<file path="src/rtl/conv_mac_pipeline.sv">
// Pipelined TAPS-wide multiply / adder-tree / window-accumulate engine for convolution.
// Define CONV_SAT_EN to saturate results above 2^OW-1 and flag out_ovf; otherwise results wrap.
module conv_mac_pipeline #(
  parameter int TAPS      = 4,
  parameter int DW        = 4,
  parameter int WW        = 4,
  parameter int MAX_BEATS = 9,
  parameter int OW        = 12
) (
  input  logic                 clk,
  input  logic                 rst_n,
  input  logic                 in_valid,
  input  logic                 in_last,
  input  logic [TAPS*DW-1:0]   In_IFM,
  input  logic [TAPS*WW-1:0]   In_Weight,
  output logic [OW-1:0]        Out_OFM,
  output logic                 out_valid,
  output logic                 out_ovf
);

  localparam int L  = $clog2(TAPS);
  localparam int BW = $clog2(MAX_BEATS + 1);
  localparam int PW = DW + WW;
  localparam int AW = PW + L + BW;

  logic               s0_v;
  logic               s0_last;
  logic [TAPS*DW-1:0] ifm_r;
  logic [TAPS*WW-1:0] wt_r;

  // NOTE: sequential state uses non-blocking assignments so every register samples
  // pre-edge values and stage ordering cannot create races.
  always_ff @(posedge clk or negedge rst_n) begin
    if (!rst_n) begin
      s0_v    <= 1'b0;
      s0_last <= 1'b0;
      ifm_r   <= '0;
      wt_r    <= '0;
    end else begin
      s0_v <= in_valid;
      if (in_valid) begin
        s0_last <= in_last;
        ifm_r   <= In_IFM;
        wt_r    <= In_Weight;
      end
    end
  end

  // Level 0 holds the products; level k holds TAPS>>k partial sums, each one bit wider.
  for (genvar lv = 0; lv <= L; lv++) begin : g_lvl
    localparam int N = TAPS >> lv;
    localparam int W = PW + lv;
    logic         v;
    logic         last;
    logic [W-1:0] sum [N];

    if (lv == 0) begin : g_mul
      // NOTE: the operand arrays are reset as well, so no stale data survives a
      // mid-window reset; they are plain flops here, not RAM.
      always_ff @(posedge clk or negedge rst_n) begin
        if (!rst_n) begin
          v    <= 1'b0;
          last <= 1'b0;
          for (int j = 0; j < N; j++) sum[j] <= '0;
        end else begin
          v <= s0_v;
          if (s0_v) begin
            last <= s0_last;
            for (int j = 0; j < N; j++)
              sum[j] <= W'(ifm_r[j*DW +: DW]) * W'(wt_r[j*WW +: WW]);
          end
        end
      end
    end else begin : g_add
      always_ff @(posedge clk or negedge rst_n) begin
        if (!rst_n) begin
          v    <= 1'b0;
          last <= 1'b0;
          for (int j = 0; j < N; j++) sum[j] <= '0;
        end else begin
          v <= g_lvl[lv-1].v;
          if (g_lvl[lv-1].v) begin
            last <= g_lvl[lv-1].last;
            for (int j = 0; j < N; j++)
              sum[j] <= W'(g_lvl[lv-1].sum[2*j]) + W'(g_lvl[lv-1].sum[2*j+1]);
          end
        end
      end
    end
  end

  logic          acc_v;
  logic [AW-1:0] acc;
  logic [AW-1:0] acc_sum;
  logic [BW-1:0] beat_cnt;
  logic          win_close;
  logic          done;
  logic [AW-1:0] res;

  assign acc_v = g_lvl[L].v;

  // NOTE: every signal driven here is assigned on every path, so no latch is inferred.
  always_comb begin
    acc_sum   = acc + AW'(g_lvl[L].sum[0]);
    win_close = g_lvl[L].last || (beat_cnt == BW'(MAX_BEATS - 1));
  end

  always_ff @(posedge clk or negedge rst_n) begin
    if (!rst_n) begin
      acc      <= '0;
      beat_cnt <= '0;
      res      <= '0;
      done     <= 1'b0;
    end else begin
      done <= acc_v && win_close;
      if (acc_v) begin
        if (win_close) begin
          res      <= acc_sum;
          acc      <= '0;
          beat_cnt <= '0;
        end else begin
          acc      <= acc_sum;
          beat_cnt <= beat_cnt + 1'b1;
        end
      end
    end
  end

  // Range handling sits in its own stage so the accumulate adder stays off this path.
  logic [OW-1:0] ofm_next;
  logic          ovf_next;

  always_comb begin
`ifdef CONV_SAT_EN
    ovf_next = (res >> OW) != '0;
    ofm_next = ovf_next ? '1 : OW'(res);
`else
    ovf_next = 1'b0;
    ofm_next = OW'(res);
`endif
  end

  always_ff @(posedge clk or negedge rst_n) begin
    if (!rst_n) begin
      Out_OFM   <= '0;
      out_valid <= 1'b0;
      out_ovf   <= 1'b0;
    end else begin
      out_valid <= done;
      if (done) begin
        Out_OFM <= ofm_next;
        out_ovf <= ovf_next;
      end
    end
  end

endmodule

</file>
<file path="config.mk">
export PLATFORM = sky130hd
export DESIGN_NAME = conv_mac_pipeline
export DESIGN_NICKNAME = d
export VERILOG_FILES = /design/src/rtl/conv_mac_pipeline.sv
export SDC_FILE = /design/constraint.sdc
export NUM_CORES = 1
export LEC_CHECK = 0
export CORE_ASPECT_RATIO = 2
export CORE_MARGIN = 2
export CORE_UTILIZATION = 55
export CTS_CLUSTER_SIZE = 40
export DETAILED_ROUTE_END_ITERATION = 8
export PLACE_DENSITY = 0.78
export SYNTH_ARGS = -nofsm -noshare
export SYNTH_HDL_FRONTEND = slang
export SYNTH_SLANG_ARGS = --single-unit
</file>
<file path="constraint.sdc">
create_clock -name clk -period 3 [get_ports clk]
set_clock_uncertainty 0.15 [all_clocks]
set_input_delay 0.6 -clock clk [delete_from_list [all_inputs] [get_ports clk]]
set_output_delay 0.6 -clock clk [all_outputs]
set_load 0.02 [all_outputs]
</file>
Word level (Yosys, flattened, before mapping)
Cells that the tools add are included.
{ "word_totals": {"reg_bits": 144, "input_bits": 36, "output_inout_bits": 14, "word_cells": 38} }
{ "op_classes": {"addsub": 5, "mul": 4, "n_eq_ne": 1, "mux": 2, "n_reduce_logical": 3} }
{ "op_table": {"columns": ["op", "count"], "rows": [
  ["4-bit by 4-bit multiplier with 8-bit output", 4],
  ["8-bit by 8-bit adder with 9-bit output", 2],
  ["14-bit by 10-bit adder with 14-bit output", 1],
  ["14-bit two-way mux", 1],
  ["9-bit by 9-bit adder with 10-bit output", 1],
  ["4-bit by 1-bit adder with 4-bit output, second input constant", 1],
  ["4-bit equality test, second input constant", 1],
  ["4-bit two-way mux", 1],
  ["2-bit AND reduction", 1],
  ["1-bit logical AND", 1],
  ["1-bit logical OR", 1]
]} }

Longest topological paths before layout
{ "logic_depth": {"depth_word": 3, "mapped_depth": 11, "mapped_depth_nobuf": 11} }

Least setup slack after synthesis
Ideal clock, no wire load.
{ "synth_timing": {"kind": "register to register", "start": "register wt_r[11]", "end": "register g_lvl[0].sum[15] (netlist name)", "setup_ps": 125, "arrival_time_ps": 2738, "t_required_ps": 2725, "path_slack_ps": -12, "stages_incl_launch_ff": 11, "n_path_buf": 0, "synth_period_minus_slack_ps": 3012, "path_cell_list": "dfrtp_1 > nand2_1 > fa_1 > fa_1 > inv_1 > ha_1 > a21o_1 > a31o_2 > a21oi_1 > xnor2_1 > mux2_2"} }
{ "synth_between": {"elab_chain_len": 1} }
{ "synth_rtl": {"columns": ["item", "line", "rtl"], "rows": [
  ["start, declared", "29", "logic [TAPS*WW-1:0] wt_r;"],
  ["start signal, assigned", "44", "wt_r <= In_Weight;"],
  ["4-bit by 4-bit multiplier with 8-bit output", "70", "sum[j] <= W'(ifm_r[j*DW +: DW]) * W'(wt_r[j*WW +: WW]);"],
  ["end signal, assigned by index", "70", null],
  ["end, declared", "55", "logic [W-1:0] sum [N];"]
]} }
No other way between the ends.
A chain may end at the register's enable or synchronous reset.

Final worst setup path
{ "layout_timing": {"start": "register wt_r[13]", "end": "register g_lvl[0].sum[7] (netlist name)"} }
Same word-level chain as after synthesis.

==> impl_metrics.toml <==
[synth]
synth_fa_ha_area_share_pct = 17.45
ys_warn_count = 0
synth_fp_nets = 892
synth-xor-area-share_pct = 3.341
yosysTopAreaCell = "dfrtp_1"
muxShareOfSynthArea_pct = 11.05
async_reset_ff_share_pct = 100.0
synth-seq-cells = 142
netlist_top_cells_area = "dfrtp_1 (42%), ha_1 (13%), mux2_2 (10%)"
synth-simple-area-share_pct = 8.980
ys.flop_type = "dfrtp_1"
avgSynthCellArea_um2 = 11.17
ys_types = 55
synth_edf_count = 0
synthCells = 751
synth_top_area_share_pct = 42.36
mappedNetlistArea_mm2 = 0.008388
synth_compound_area_share_pct = 13.34
ys_seq_area_share_pct = 42.36
synth_top_family_by_area = "adder cells"

[critical_path]
cpMostUsedCell = "fa_1"
startpoint = "wt_r[13]"
arrival_ps = 3140
crit_slowest_cell = "fa_1"
worstSetupStartpointType = "register"
path_buf_inv = 1
required_ps = 3150
crit_chain = "nand2_2 -> fa_1 -> inv_2 -> fa_1 -> ha_1 -> a21o_1 -> a31o_2 -> a21oi_2 -> xnor2_1 -> mux2_4"
reg2reg_from = "wt_r[13]"
cp-end-kind = "register"
cp_max_fo = 2
worst-path-stages = 10
slowest_delay_ps = 550
critPathKind = "reg -> reg"
rr_worst_depth = 10
path_delay_family = "adder cells"

[cts]
clock_path_buffers = 2
clkSlewWorstSetupHoldPaths_ps = 60
cts_root_buf = "clkbuf_16"
cts_num_sinks = 142
cts_buffers = 17
insertion_delay_ps = 420
cts.hold.buffers_added = 0
htreeDepth = 4
cts_tree = "built"

[floorplan]
initial_core_util_pct = 56.30
pin_count = 50
row_count = 63
core_mm2 = 0.01490
die_h_um = 178.7
die_x_um = 91.33
dieArea_mm2 = 0.01632

[finish]
final_cell_mix = "dfrtp_1 (142), ha_1 (84), mux2_2 (76)"
nets = 970
fin_util_pct = 67.29
mostFrequentLayoutCell = "dfrtp_1"
n_fill_cell = 1040
area_delta_synth_final_pct = 19.51
layout-drive-gt1-share_pct = 20.43
n_antenna_cell = 0

[route]
firstDrtPassIters = 4
route.antenna.remaining_nets = 0
avgViaCountPerCell = 5.754
post_drt_wl_per_cell_um = 16.54
drt-total-wl_mm = 17.15
drt_iter0_drc = 251
vias = 5967
drc = 0

[sta]
setup_ws_ps = 10.15
tns_ps = 0
setup_viol_count_final = 0
whs_ps = 21.93
max_freq_mhz = 334.5
period_needed_ps = 2990
worstMarginPinSlew_ps = 766.3
rsz0062_at_grt = "true"
period_share_pct = 99.66
slew_headroom_pct = 48.73
hold_viol = 0
final-max-slew-violation-count = 0

[run]
max_cap_viol_count = 0

[global_routing]
antenna_found_initial = 0
grt_max_degree = 66
grt_pass1_vias = 6431
grt_pass1_wl_mm = 28.85
grt_overflow = 0
grt_use_total_pct = 22.19

[power_and_ir_drop]
power.total_w = 0.009349
irDropWorstVdd_mv = 0.5069
leakage_nw = 4.747
power_density_mw_per_mm2 = 932.6

[placed_design]
place_congestion = 0.8725
place.port_buffers = 48
dp_worst_setup_slack_ps = -64.96
place_hpwl_mm = 12.57

[outcome]
outcome = "complete, no violations"

[min_path]
min_path_type = "in -> async"
## cell families after synthesis
group / Yosys count
other cells: 1
xor+xnor: 32
mux: 83
buf+inv: 72
fa+ha+maj: 105
simple gates: 147
compound gates: 169
flops: 142
## Yosys cell counts (all sizes together), types with 19 or more instances
cell and number:
a21o 22, a21oi 34, and2 41, dfrtp 142, fa 20, ha 85, inv 50, mux2 77
nand2 49, nor2 19, o21ai 46, xnor2 29
## metal layers
layer / vias to the layer above / GRT usage, % / part of all wire, %
li1: 2810 / - / -
met2: 145 / 44.75 / 59
met3: 51 / 4.119 / 2.4
met4: 0 / 11.49 / 3.4
met5: - / 0 / 0
met1: 2961 / 20.43 / 35
## area by class of cell
type | count | area, um^2 | area share [%]
clock buffer | 20 | 456.7 | 4.556
clock inverter | 12 | 230.2 | 2.297
inverter | 50 | 187.7 | 1.872
multi-input combinational | 537 | 4611 | 45.99
sequential | 142 | 3553 | 35.45
tap | 195 | 244.0 | 2.434
timing repair buffer | 81 | 742.0 | 7.401
## sequential cells by signal, indices dropped and copies added (netlist names)
signal,flops
ifm_r,16
g_lvl.v,2
s0_last,1
acc,12
Out_OFM,12
s0_v,1
done,1
wt_r,16
res,12
acc_v,1
g_lvl.last,3
beat_cnt,4
g_lvl.sum,60
out_valid,1
## worst register-to-register path: stages, from the launching register on
cell,delay [ps]
dfrtp_1,360
nand2_2,70
fa_1,550
inv_2,40
fa_1,510
ha_1,320
a21o_1,190
a31o_2,210
a21oi_2,140
xnor2_1,90
mux2_4,250
## where the power goes
| group | switching, W | total, W | leakage (nW) | internal (W) |
|---|---|---|---|---|
| combinational | 0.00206 | 0.00397 | 2.68 | 0.00191 |
| clock | 0.000819 | 0.00243 | 0.328 | 0.00161 |
| sequential | 0.000424 | 0.00294 | 1.74 | 0.00252 |
| total | 0.00330 | 0.00935 | 4.75 | 0.00605 |
## timing repair
item	CTS	global route
setup endpoints to repair	6	8
buffers inserted	0	2
gates resized for setup	7	14
pin swaps	6	24
## final timing paths
kind	end	slack, ps
worst max-delay path	g_lvl[0].sum[7]	10
worst min-delay path	beat_cnt[2]	20
worst max register to register	g_lvl[0].sum[7]	10
worst min register to register	res[2]	320
max in group asynchronous	g_lvl[0].sum[9]	1900
min in group clk	res[2]	320
## per-stage QoR
stage / instances / area [um^2]
after floorplan: 751 / 8388
after global placement: 1003 / 9259
after detailed placement: 1003 / 9259
after CTS: 1035 / 9968
after global routing: 1037 / 10020
final: 1037 / 10020
Note: power is estimated with default switching activity, not from simulation.
==> RTL change 1 (same settings) <==
Put one more register stage on the output `out_valid`, with the module's reset. The value now appears one clock later. The other outputs are not delayed to match.
--- a/src/rtl/conv_mac_pipeline.sv
+++ b/src/rtl/conv_mac_pipeline.sv
@@ -23,4 +23,6 @@
   localparam int PW = DW + WW;
   localparam int AW = PW + L + BW;
+
+  logic out_valid_s0;
 
   logic               s0_v;
@@ -144,8 +146,8 @@
     if (!rst_n) begin
       Out_OFM   <= '0;
-      out_valid <= 1'b0;
+      out_valid_s0 <= 1'b0;
       out_ovf   <= 1'b0;
     end else begin
-      out_valid <= done;
+      out_valid_s0 <= done;
       if (done) begin
         Out_OFM <= ofm_next;
@@ -155,4 +157,12 @@
   end
 
+  always_ff @(posedge clk or negedge rst_n) begin
+    if (!rst_n) begin
+      out_valid <= '0;
+    end else begin
+      out_valid <= out_valid_s0;
+    end
+  end
+
 endmodule
 
Formal check against the unedited RTL: not equivalent (Yosys sat finds a counterexample within 10 cycles, from zero or initial values and one cycle with rst_n low).
==> RTL change 1 against the original RTL <==
- the run now ends with hold timing, setup timing left
- design area increased by 0.40%
- worst setup slack lost 0.028 ns
- synthesized cell count is 0.67% lower
- wire length is 1.5% higher
- via count rose by 0.28%
- critical path depth is the same
- total power is 1.5% lower
- area after synthesis is 0.10% higher
- sequential cell count up 1
- largest power group unchanged
==> RTL change 1: results (changes against the original RTL) <==
Post-Synth XOR/XNOR Area - 0.0344 (+0.00101)
Async SR Flop Fraction - 1.00 (unchanged)
Routed vias/inst - 5.78 (+0.48%)
Worst setup margin - -0.0175 ns (-0.0276 ns)
Count of cell types in the netlist - 54 (-1.8%)
Final Hold Vio Count - 3 (+3)
Placer Congestion - 0.899 (+3.0%)
Largest net degree at the start of global routing - 59 (-11%)
Violated checks - hold timing, setup timing
Status - finished, violations left
First-pass DRT Iterations - 5 (+1)
Leak - 0.00470 uW (-1.1%)
First-pass GRT wire length - 29.2 mm (+1.2%)
CP endpoint - g_lvl[0].sum[15]$_DFFE_PN0P_
Final Non-Filler Cells - 1035 (-0.19%)
Most frequent cells after synthesis - dfrtp_1 (143), ha_1 (85), mux2_2 (79)
Worst Tran Pin Value - 0.739 ns (-0.0269 ns)
Max VDD drop - 0.537 mV (+6.0%)
Final hold slack - -0.00388 ns (-0.0258 ns)
Fillers - 1042 (+0.19%)
Critical Path AT - 3.17 ns (+0.03 ns)
P_sw - 3330 uW (+0.72%)
Nets - 969 (-0.10%)
Setup WS pre-CTS - -0.100 ns (-0.0354 ns)
Top cells by area, synth - dfrtp_1 (43%), ha_1 (13%), mux2_2 (11%)
Placed cell areas - 0.00928 mm^2 (+0.27%)
Syn Area/Cell - 11.3 um^2 (+0.78%)
Post-Synth Adder-Cell Area - 0.174 (-0.000182)
Vias in the first global route - 6409 (-0.34%)
Slowest CP cell - fa_1
Mux contribution to synthesized area - 0.112 (+0.00137)
Final number of setup-violating endpoints - 2 (+2)
[RTL change 1: worst min path at each step]
stage | slack [ns] | start | endpoint | depth (start not counted)
4_1_cts | 0.01 | rst_n | beat_cnt[2]$_DFFE_PN0P_ | 1
3_3_place_gp | 0.19 | out_valid_s0$_DFF_PN0_ | out_valid$_DFF_PN0_ | 0
2_1_floorplan | 0.15 | rst_n | Out_OFM[0]$_DFFE_PN0P_ | 0
5_1_grt | 0.04 | rst_n | beat_cnt[3]$_DFFE_PN0P_ | 1
6_report | -0.004 | rst_n | beat_cnt[3]$_DFFE_PN0P_ | 1
3_5_place_dp | 0.21 | out_valid_s0$_DFF_PN0_ | out_valid$_DFF_PN0_ | 0
[RTL change 1: layer usage]
layer,share of wire,vias to the layer above,global-route usage
met5,0,-,0
met4,0.046,0,0.131
met3,0.023,52,0.0353
met2,0.58,129,0.445
met1,0.35,2999,0.213
li1,-,2804,-
[RTL change 1: what timing repair did]
action | 4_1_cts | 5_1_grt
resized for setup | 9 | 19
buffers inserted | 1 | 2
cloned | 0 | 0
setup endpoints to repair | 7 | 8
pin swaps | 14 | 13
endpoints found under the hold margin | 0 | 0
[RTL change 1: final cells by class]
type / instances / area (um^2) / area share
clock buffer: 18 / 429 / 0.0426
clock inverter: 13 / 189 / 0.0188
inverter: 44 / 165 / 0.0164
multi-input combinational: 538 / 4690 / 0.466
sequential: 143 / 3580 / 0.356
tap: 195 / 244 / 0.0242
timing repair buffer: 84 / 764 / 0.0760
[RTL change 1: power groups by stage]
stage | registers (uW) | logic, uW | clock network [uW]
3_3_place_gp | 2950 | 3670 | 0
6_report | 2950 | 4040 | 2220
2_1_floorplan | 2930 | 2860 | 0
4_1_cts | 2950 | 3940 | 2260
5_1_grt | 3020 | 4470 | 2330
3_5_place_dp | 2980 | 3870 | 0
==> RTL change 2 (same settings) <==
Without the edit above. `WW`: 4 -> 6.
--- a/src/rtl/conv_mac_pipeline.sv
+++ b/src/rtl/conv_mac_pipeline.sv
@@ -4,5 +4,5 @@
   parameter int TAPS      = 4,
   parameter int DW        = 4,
-  parameter int WW        = 4,
+  parameter int WW        = 6,
   parameter int MAX_BEATS = 9,
   parameter int OW        = 12
Interface: changed (resized In_Weight); port bits go from 50 to 58. No check against the original RTL was run, so the function may have changed too.
==> RTL change 2 against the original RTL <==
- the flow now finishes with violations (setup timing)
- sequential cell count rose by 22
- area after synthesis rose by 26%
- largest power group unchanged
- total power rose by 26%
- combinational power rose by 55%
- wire length rose by 31%
- design area rose by 28%
- worst setup slack got worse by 0.19 ns
- largest cell class unchanged
- critical path type unchanged
- highest routed layer unchanged
==> RTL change 2: results (changes against the original RTL) <==
Crit Reg-Reg Startpoint - wt_r[20]$_DFFE_PN0P_
Cells after synthesis - 999 (+33%)
Worst setup margin - -0.179 ns (-0.189 ns)
P_sw - 4530 uW (+37%)
Setup WS pre-CTS - -0.188 ns (-0.123 ns)
R2r worst-path depth - 12 (+2)
Layout cell share with drive strength beyond 1 - 0.254 (+0.0499)
GR met2 Demand/Resource - 0.458 (+0.0103)
Total track usage - 0.231 (+0.00956)
Routed WL - 22.5 mm (+31%)
First-pass GRT wire length - 36.8 mm (+27%)
DP HPWL - 17.1 mm (+36%)
Biggest regs - g_lvl.sum x74, wt_r x24, ifm_r x16
Placer Congestion - 0.917 (+5.1%)
Max VDD drop - 0.483 mV (-4.8%)
Status - finished, violations left
Setup crit start - wt_r[20]$_DFFE_PN0P_
Compound-Gate Fraction of Synth Area - 0.117 (-0.0162)
Synthesized net count - 1179 (+32%)
Fillers - 1429 (+37%)
PnR Total Power - 11800 uW (+26%)
Post-CTS Setup Repair Bufs - 7 (+7)
Vias in the first global route - 8216 (+28%)
Total number of vias - 7794 (+31%)
Seq/Total Area, Yosys - 0.388 (-0.0354)
Most frequent cells after synthesis - dfrtp_1 (164), inv_1 (105), ha_1 (100)
Placed insts - 1349 (+34%)
Cts bufs inserted - 17 (unchanged)
Largest net degree at the start of global routing - 72 (+9.1%)
Top cells by area, synth - dfrtp_1 (39%), ha_1 (12%), mux2_2 (11%)
P_seq - 3510 uW (+19%)
Post-Synth Adder-Cell Area - 0.187 (+0.0120)
Violated checks - setup timing
Routed wire per std cell - 16.2 um (-2.3%)
Final number of setup-violating endpoints - 15 (+15)
Iteration-0 DRC Markers - 215 (-14%)
Met1 GRT Util - 0.217 (+0.0125)
Fin area - 0.0128 mm^2 (+28%)
## RTL change 2: changes by cell type in the layout (fill, tap and decap cells not counted), moves of 8 or more
cell	before	now
mux2_2	76	91
o21ai_2	1	10
nand3_1	6	16
buf_4	32	71
nor2b_1	4	14
inv_1	47	96
fa_1	16	32
and2_1	41	63
ha_1	84	92
nor2_1	19	37
dfrtp_1	142	163
nand2_1	43	55
## RTL change 2: worst max-delay path, cell delays in order, from the launching register on
cell,delay (ns)
dfrtp_1,0.42
nand2_1,0.10
fa_1,0.51
inv_2,0.04
fa_1,0.55
inv_2,0.05
fa_2,0.37
nor2b_2,0.14
o21ai_2,0.08
a21boi_2,0.17
o21ai_1,0.11
a21o_1,0.16
a31o_2,0.22
## RTL change 2: worst min-delay path by stage
stage	startpoint	slack, ns	to
after detailed placement	res[6]$_DFFE_PN0P_	0.31	res[6]$_DFFE_PN0P_
after global routing	rst_n	0.09	wt_r[23]$_DFFE_PN0P_
after floorplan	rst_n	0.15	Out_OFM[0]$_DFFE_PN0P_
after CTS	rst_n	0.05	s0_last$_DFFE_PN0P_
after global placement	res[4]$_DFFE_PN0P_	0.31	res[4]$_DFFE_PN0P_
final	rst_n	0.04	beat_cnt[2]$_DFFE_PN0P_
## RTL change 2: layer usage
| layer | part of all wire | wire [um] |
|---|---|---|
| met4 | 0.047 | 1060 |
| met5 | 0 | 0 |
| met3 | 0.023 | 509 |
| met1 | 0.34 | 7700 |
| met2 | 0.59 | 13200 |
## RTL change 2: final cells by class
class | count | share of cell area
clock buffer | 20 | 0.0356
clock inverter | 12 | 0.00938
inverter | 105 | 0.0308
multi-input combinational | 706 | 0.490
sequential | 164 | 0.320
tap | 255 | 0.0249
timing repair buffer | 130 | 0.0884
